**src/rtl/shift_sequencer.sv**
```systemverilog
// shift_sequencer: word-level exchange engine for an N-bit serial shift chain.
// Define SHIFT_SEQ_MSB_FIRST_EN to send and capture MSB first (default build is LSB first).
module shift_sequencer #(
  parameter int N = 8
) (
  input  logic         clk,
  input  logic         rst,
  input  logic         in_valid,
  output logic         in_ready,
  input  logic [N-1:0] in_data,
  output logic         out_valid,
  input  logic         out_ready,
  output logic [N-1:0] out_data,
  output logic         sr_si,
  output logic         sr_en,
  input  logic         sr_so,
  output logic         busy
);

  localparam int CW = $clog2(N);
  localparam logic [CW-1:0] CNT_LAST = CW'(N - 1);

  typedef enum logic [1:0] {
    IDLE,
    SHIFT,
    HOLD
  } state_t;

  state_t        state_reg;
  logic [N-1:0]  tx_reg;
  logic [N-1:0]  rx_reg;
  logic [CW-1:0] cnt_reg;
  logic          in_ready_reg;
  logic          out_valid_reg;
  logic          sr_en_reg;
  logic          busy_reg;

  logic [CW-1:0] rx_idx;
  logic [N-1:0]  tx_next;
  logic [N-1:0]  rx_next;
  logic          tx_bit;

  // TX drains with zero fill, so once a word is fully sent sr_si rests at 0.
`ifdef SHIFT_SEQ_MSB_FIRST_EN
  assign rx_idx  = CNT_LAST - cnt_reg;
  assign tx_next = {tx_reg[N-2:0], 1'b0};
  assign tx_bit  = tx_reg[N-1];
`else
  assign rx_idx  = cnt_reg;
  assign tx_next = {1'b0, tx_reg[N-1:1]};
  assign tx_bit  = tx_reg[0];
`endif

  genvar gi;
  generate
    for (gi = 0; gi < N; gi++) begin : g_rx
      assign rx_next[gi] = (rx_idx == CW'(gi)) ? sr_so : rx_reg[gi];
    end
  endgenerate

  always_ff @(posedge clk) begin
    if (rst) begin
      state_reg     <= IDLE;
      tx_reg        <= '0;
      rx_reg        <= '0;
      cnt_reg       <= '0;
      in_ready_reg  <= 1'b1;
      out_valid_reg <= 1'b0;
      sr_en_reg     <= 1'b0;
      busy_reg      <= 1'b0;
    end else begin
      case (state_reg)
        IDLE: begin
          if (in_valid) begin
            state_reg    <= SHIFT;
            tx_reg       <= in_data;
            cnt_reg      <= '0;
            in_ready_reg <= 1'b0;
            sr_en_reg    <= 1'b1;
            busy_reg     <= 1'b1;
          end
        end
        SHIFT: begin
          rx_reg  <= rx_next;
          tx_reg  <= tx_next;
          cnt_reg <= cnt_reg + CW'(1);
          if (cnt_reg == CNT_LAST) begin
            state_reg     <= HOLD;
            sr_en_reg     <= 1'b0;
            out_valid_reg <= 1'b1;
          end
        end
        HOLD: begin
          if (out_ready) begin
            state_reg     <= IDLE;
            out_valid_reg <= 1'b0;
            in_ready_reg  <= 1'b1;
            busy_reg      <= 1'b0;
          end
        end
        default: begin
          state_reg     <= IDLE;
          in_ready_reg  <= 1'b1;
          out_valid_reg <= 1'b0;
          sr_en_reg     <= 1'b0;
          busy_reg      <= 1'b0;
        end
      endcase
    end
  end

  assign in_ready  = in_ready_reg & ~rst;
  assign out_valid = out_valid_reg;
  assign out_data  = rx_reg;
  assign sr_en     = sr_en_reg;
  assign sr_si     = tx_bit;
  assign busy      = busy_reg;

endmodule

```
**config.mk**
```make
export PLATFORM = sky130hd
export DESIGN_NAME = shift_sequencer
export DESIGN_NICKNAME = d
export VERILOG_FILES = /design/src/rtl/shift_sequencer.sv
export SDC_FILE = /design/constraint.sdc
export NUM_CORES = 1
export LEC_CHECK = 0
export CAP_MARGIN = 5
export CORE_ASPECT_RATIO = 0.6
export CORE_UTILIZATION = 40
export CTS_BUF_LIST = sky130_fd_sc_hd__clkbuf_8
export DETAILED_ROUTE_END_ITERATION = 8
export DONT_BUFFER_PORTS = 1
export GPL_TIMING_DRIVEN = 0
export HOLD_SLACK_MARGIN = 0.15
export PLACE_DENSITY = 0.64
export SYNTH_ARGS = -nofsm -noshare
export SYNTH_HDL_FRONTEND = slang
export SYNTH_SLANG_ARGS = --single-unit
```
**constraint.sdc**
```tcl
create_clock -name clk -period 1.6 [get_ports clk]
set_clock_uncertainty 0.1 [all_clocks]
set_input_delay 0.4 -clock clk [delete_from_list [all_inputs] [get_ports clk]]
set_output_delay 0.4 -clock clk [all_outputs]
set_load 0.005 [all_outputs]
```
* Word-level counts from Yosys, hierarchy flattened
Index checks and enable logic that the tools add are counted.
Word-level totals: latch bits 0, logic and storage cells 67, memories kept 0, ROM bits 0, bits of input ports 13, bits in registers 25, bits in writable memories 0
Operators by class: muxes and demuxes 18, reduce and logical (&&, ||, !) cells 16, shifts and indexed selects 0, $lt $le $gt $ge 0, add/sub/neg operators 1, multipliers 0, eq/ne operators 12, bitwise operators 5, divide/modulo/power cells 0
Operator list (count):
- 2-bit AND reduction | 9
- 8-bit case mux with 2 select lines | 1
- 3-bit == test (second input constant) | 4
- 1-bit case mux with 3 select lines | 4
- 3-bit AND reduction | 4
- 8-bit two-way mux | 1
- 3-bit by 2-bit == test with 1-bit output (second input constant) | 2
- 1-bit two-way mux | 6
- 2-bit two-way mux | 3
- 2-bit inequality test (second input constant) | 3
- 2-bit case mux with 3 select lines | 1
- 3-bit case mux with 2 select lines | 1
- 1-bit inverter | 4
- 3-bit by 1-bit adder with 3-bit output (second input constant) | 1
- 3-bit by 1-bit == test with 1-bit output (second input constant) | 1
- 3-bit logical NOT | 1
- 3-bit two-way mux | 1
- 2-bit by 1-bit == test with 1-bit output (second input constant) | 1
- 2-bit == test (second input constant) | 1
- 2-bit logical NOT | 1
- 2-bit nonzero test | 1
- 1-bit AND | 1

* Logic depth before layout (Yosys ltp)
Gate-level depths: netlist of run 1.
depth after elaboration 3, depth in mapped cells 6, depth with buffers taken out 5

* Worst setup path before layout of run 1
OpenSTA, ideal clock, no wires.
path type input to output, start point input rst, end point output in_ready, stages on the path 3, arrival time 0.916 ns, path slack 0.184 ns, buffers on the path 2, cell sequence clkbuf_1 > buf_2 > nor2b_1
On the way: longest elaborated chain between the ends 2
Ends and longest elaborated chain:
- start, declared | RTL line 7 | input logic rst,
- 1-bit inverter | RTL line 112 | assign in_ready = in_ready_reg & ~rst;
- 1-bit AND | RTL line 112
- end, declared | RTL line 9 | output logic in_ready,
Every way passes these cells.

* Final worst setup path of run 1
Ends and elaborated chain as after synthesis.

==> impl_metrics.py, run 1 <==
metrics = {
    "clock_tree": {
        "clk_latency_ps": 280,
        "cts_setup_buffers": 0,
        "cts_tree": "built",
        "cts_buffers": 3,
        "post_cts_resized": 0,
        "clk_path_buf_depth": 2,
        "clkTransAtPathRegs_ps": 80,
        "hold_buffers": 0,
        "h-tree-depth": 1,
        "cts_sinks": 25,
        "cts_root_buf": "clkbuf_8",
    },
    "sta": {
        "tns_ps": 0,
        "fmax_ghz": 0.707,
        "tightest_slew_ps": 645,
        "period_share_pct": 88.4,
        "final-hold-violation-count": 0,
        "rsz0062_at_grt": "no",
        "max-slew-margin-rel_pct": 56.9,
        "drv_slew": 0,
        "setup_violations": 0,
        "min_period_ps": 1410,
    },
    "finish": {
        "fin_cells": 165,
        "fill_cells": 266,
        "seq_area_sq_um": 500,
        "final_layout_size_suffix_gt1_share_pct": 14.3,
        "nets": 153,
        "multi_input_area_sq_um": 576,
        "syn_to_final_growth_pct": 7.70,
        "num_antenna_cells": 0,
    },
    "setup_path": {
        "required_ps": 1100,
        "cp-end-kind": "primary output",
        "worstSetupStartpointType": "input pin",
        "cp_data_arrival_time_ps": 910,
        "path_max_fanout": 10,
        "critPathKind": "in -> out",
    },
    "outcome": {
        "outcome": "complete, but fails checks",
        "violations": "design-rule violations",
    },
    "die": {
        "core.rowCount": 14,
        "num_io_pins": 26,
        "initial_core_util_pct": 44.2,
        "die_w_um": 71.3,
        "core-area_sq_um": 2610,
        "dieArea_sq_um": 3110,
        "die_y_um": 43.6,
    },
    "pwr": {
        "leakagePower_uw": 0.000496,
        "ir_drop_uv": 458,
        "power_density_nw_per_um2": 970,
    },
    "routing": {
        "drc": 1,
        "ant_nets": 0,
        "wirelength_mm": 2.41,
        "routed_via_density": 5.59,
        "dr.pass1.iters": 6,
        "vias": 922,
        "drt_iter0_markers": 64,
        "wire_per_inst_um": 14.6,
    },
    "synthesis": {
        "yosysWarnings": 0,
        "syn_avg_cell_area_sq_um": 8.94,
        "ys_ff_latch": 25,
        "synth_area_leader_cell": "dfxtp_1",
        "synthTopCellsByArea": "dfxtp_1 43%, ha_1 6.5%, a21oi_1 6.1%",
        "ys_seq_area_share_pct": 43.4,
        "netlist_area_sq_um": 1150,
        "netlist-cell-type-count": 28,
        "synthArstFlopShare_pct": 0,
        "synth_top_area_share_pct": 43.4,
        "synth_edf_count": 0,
        "ys.flop_type": "dfxtp_1",
        "syn-num-nets": 148,
        "syn_inst": 129,
    },
    "global_route": {
        "antenna_found_initial": 0,
        "grt_pass1_vias": 878,
        "grt_start_max_net_pins": 15,
        "grt_pass1_wl_mm": 4.29,
        "gr-total-overflow": 0,
        "grt.total_usage_pct": 18.1,
    },
    "flow_run": {
        "drv_cap": 0,
    },
    "place": {
        "dpl.hpwl_mm": 1.78,
        "portBuffers": 0,
        "place_congestion": 0.732,
        "placedCellCount": 161,
    },
    "worst_hold_path": {
        "hold_path.class": "in -> reg",
    },
}
## metrics by stage
step | power [uW] | worst slack, ps | utilization (%) | area, sq um | hold slack, ps
after floorplan | 802 | 184 | - | 1150 | 341
after global placement | 830 | 51.5 | 45.7 | 1190 | 351
after detailed placement | 835 | 39.7 | 45.7 | 1190 | 361
after CTS | 1210 | 45.1 | 47.5 | 1240 | 179
after global routing | 1260 | 73.1 | 47.6 | 1240 | 187
final | 1200 | 186 | 47.6 | 1240 | 183
## worst max-delay path, stage by stage
cell      delay [ps]
clkbuf_2         150
buf_2            200
nor2b_1          160
## metal layers
metal | track usage [%] | share of wire, % | up-vias
li1 | - | - | 455
met1 | 23.9 | 50 | 443
met2 | 28.0 | 43 | 20
met3 | 6.51 | 6.4 | 4
met4 | 6.00 | 1.0 | 0
met5 | 0 | 0 | -
## cells by family (layout without fill, tap and decap cells)
logic type	after synthesis	in the layout	share of synthesized area [%]
AOI/OAI and AO/OA	34	34	20.9
adders and majority gates	6	6	6.51
buffers and inverters	19	23	6.72
DFF	25	25	43.4
muxes	4	4	3.47
and+or+nand+nor	41	41	19.0
## cell type report
class	instances	share of cell area (%)
sequential	25	40.3
buffer	9	3.42
clock inverter	1	0.403
multi-input combinational	85	46.3
inverter	10	3.02
clock buffer	3	3.32
tap	32	3.22
## synth_stat cells (3+ instances only)
cell / number
dfxtp_1: 25
nor2_1: 17
a21oi_1: 14
inv_1: 10
ha_1: 6
nand2_1: 6
buf_2: 5
mux2i_1: 4
nand2b_1: 4
o21ai_0: 4
o221a_2: 4
a2bb2oi_1: 3
and4bb_2: 3
clkbuf_1: 3
nand4_1: 3
## cell usage in the layout (no fill, tap or decap), drive strengths merged, types with 2 or more instances in the layout
master   netlist  final
dfxtp         25     25
nor2          17     17
a21oi         14     14
inv           10     10
nand2          6      6
ha             6      6
buf            6      6
clkbuf         3      6
nand2b         4      4
o221a          4      4
mux2i          4      4
o21ai          4      4
a2bb2oi        3      3
and4bb         3      3
nand4          3      3
a2111oi        3      3
nor2b          2      2
o21bai         2      2
a21o           2      2
nand3          2      2
## power by group
part | leakage (uW) | switching, uW | total, uW | internal, uW
Clock | 0.0000255 | 209 | 384 | 175
Combinational | 0.000266 | 82.9 | 144 | 60.9
Sequential | 0.000205 | 21.1 | 677 | 656
## final timing paths
kind	from	endpoint	slack (ps)	cells past startpoint
hold / removal	out_ready	in_ready_reg	180	2
setup / recovery	rst	in_ready	190	3
hold reg to reg	tx_reg[5]	tx_reg[5]	370	2
setup reg to reg	cnt_reg[0]	sr_en	200	5
(Power assumes the default switching activity.)
==> inputs of run 2 (changes only) <==
--- a/config.mk
+++ b/config.mk
@@ -10,10 +10,10 @@
 export CORE_UTILIZATION = 40
 export CTS_BUF_LIST = sky130_fd_sc_hd__clkbuf_8
 export DETAILED_ROUTE_END_ITERATION = 8
-export DONT_BUFFER_PORTS = 1
 export GPL_TIMING_DRIVEN = 0
 export HOLD_SLACK_MARGIN = 0.15
-export PLACE_DENSITY = 0.64
+export PLACE_DENSITY = 0.78
+export SKIP_CTS_REPAIR_TIMING = 1
 export SYNTH_ARGS = -nofsm -noshare
 export SYNTH_HDL_FRONTEND = slang
 export SYNTH_SLANG_ARGS = --single-unit
==> constraint.sdc (replaced) <==
create_clock -name clk -period 1.15 [get_ports clk]
set_clock_uncertainty 0.1 [all_clocks]
set_input_delay 0.2875 -clock clk [delete_from_list [all_inputs] [get_ports clk]]
set_output_delay 0.2875 -clock clk [all_outputs]
set_load 0.005 [all_outputs]
==> impl_metrics.py, run 2 (synthesis gave the netlist of run 1 again) <==
metrics = {
    "die": {
        "dieArea_sq_um": 3110,
        "initial_core_util_pct": 44.2,
        "core-area_sq_um": 2610,
        "die_y_um": 43.6,
        "core.rowCount": 14,
        "num_io_pins": 26,
        "die_w_um": 71.3,
    },
    "worst_hold_path": {
        "hold_path.class": "in -> reg",
        "min_from": "rst",
    },
    "setup_path": {
        "required_ps": 1200,
        "critPathKind": "reg -> reg",
        "path_max_fanout": 4,
        "cpPeakStageDelay_ps": 380,
        "crit_chain": "ha_4 > buf_4 > ha_4 > a2bb2oi_2 > nor2_1",
        "cp-end-kind": "flop",
        "cp_slowest_cell": "dfxtp_4",
        "cp_data_arrival_time_ps": 1440,
        "path_common_cell": "ha_4",
        "cp-startpoint": "cnt_reg[1]",
        "r2r_slack_ps": -240,
        "timing.rr.start": "cnt_reg[1]",
        "worstSetupStartpointType": "flop",
    },
    "global_route": {
        "grt_start_max_net_pins": 14,
        "gr-total-overflow": 0,
        "antenna_found_initial": 0,
        "grt_pass1_vias": 904,
        "grt_pass1_wl_mm": 4.26,
        "grt.total_usage_pct": 17.7,
    },
    "pwr": {
        "ir_drop_uv": 673,
        "power_uw": 1860,
        "leakagePower_uw": 0.000874,
        "power_density_nw_per_um2": 996,
    },
    "sta": {
        "setup_violations": 20,
        "tightest_slew_ps": 457,
        "final-hold-violation-count": 0,
        "rsz0062_at_grt": "yes",
        "max-slew-margin-rel_pct": 69.5,
        "drv_slew": 0,
        "fmax_ghz": 0.720,
        "finalWorstSetupSlack_ps": -239,
        "min_period_ps": 1390,
        "period_share_pct": 121,
    },
    "place": {
        "dpl.hpwl_mm": 1.83,
        "place_congestion": 0.715,
        "placedCellCount": 184,
        "place_ws_ps": -629,
        "portBuffers": 23,
    },
    "clock_tree": {
        "cts_root_buf": "clkbuf_8",
        "clk_latency_ps": 270,
        "cts_tree": "built",
        "cts_sinks": 25,
        "cts_buffers": 3,
        "h-tree-depth": 1,
        "clk_path_buf_depth": 2,
        "clkTransAtPathRegs_ps": 80,
    },
    "routing": {
        "wire_per_inst_um": 15.1,
        "drt_iter0_markers": 45,
        "drc": 2,
        "routed_via_density": 5.33,
        "vias": 1066,
        "wirelength_mm": 3.03,
        "dr.pass1.iters": 6,
        "ant_nets": 0,
    },
    "finish": {
        "num_antenna_cells": 0,
        "nets": 188,
        "mostFrequentLayoutCells": "13 x a21oi_1, 12 x nor2_1, 11 x dfxtp_2",
        "final_common_cell": "a21oi_1",
        "final_layout_size_suffix_gt1_share_pct": 44.0,
        "fin_cells": 200,
        "syn_to_final_growth_pct": 61.9,
    },
    "outcome": {
        "outcome": "complete, but fails checks",
        "violations": "design-rule violations, negative setup slack",
    },
    "flow_run": {
        "drv_cap": 0,
    },
}
[run 2: final cells by class]
cell class / instances / area, sq um
Timing Repair Buffer: 35 / 342
Clock buffer: 3 / 41.3
Inverter: 10 / 42.5
Tap cell: 32 / 40.0
Multi-Input combinational cell: 85 / 790
Fill cell: 178 / 742
Buffer: 9 / 80.1
Sequential cell: 25 / 529
Clock inverter: 1 / 3.75
[run 2: stage by stage]
| step | instance area [sq um] | setup TNS (ps) | hold WS, ps | util, % |
|---|---|---|---|---|
| 3_5_place_dp | 1500 | -10580 | 357 | 57.5 |
| 4_1_cts | 1550 | -10360 | 198 | 59.3 |
| 3_3_place_gp | 1500 | -9940 | 350 | 57.5 |
| 2_1_floorplan | 1230 | -1110 | 336 | - |
| 6_report | 1870 | -2650 | 207 | 71.6 |
| 5_1_grt | 1870 | -3840 | 215 | 71.6 |
[run 2: critical path: cells and delay by family, from the launching register on]
kind,cells,cell delay (ps)
fa+ha+maj,2,450
flops,1,380
compound gates,1,150
buf+inv,1,140
simple gates,1,50
[run 2: path summary, 6_finish.rpt]
| path | end | cells after the start |
|---|---|---|
| hold / removal | tx_reg[5] | 2 |
| setup / recovery | cnt_reg[2] | 5 |
| hold reg to reg | out_data[7] | 2 |
| setup reg to reg | cnt_reg[2] | 5 |
[run 2: power by group]
part	switching (uW)	internal [uW]	leakage (uW)
clock network	270	239	0.0000269
registers	36.6	911	0.000212
logic	181	223	0.000635
[run 2: metal layers]
| layer | up-vias | part of all wire, % | GRT usage [%] |
|---|---|---|---|
| met5 | - | 0 | 0 |
| met4 | 0 | 0.76 | 1.20 |
| met3 | 4 | 5.0 | 5.35 |
| met2 | 23 | 47 | 29.0 |
| met1 | 508 | 47 | 24.4 |
| li1 | 531 | - | - |
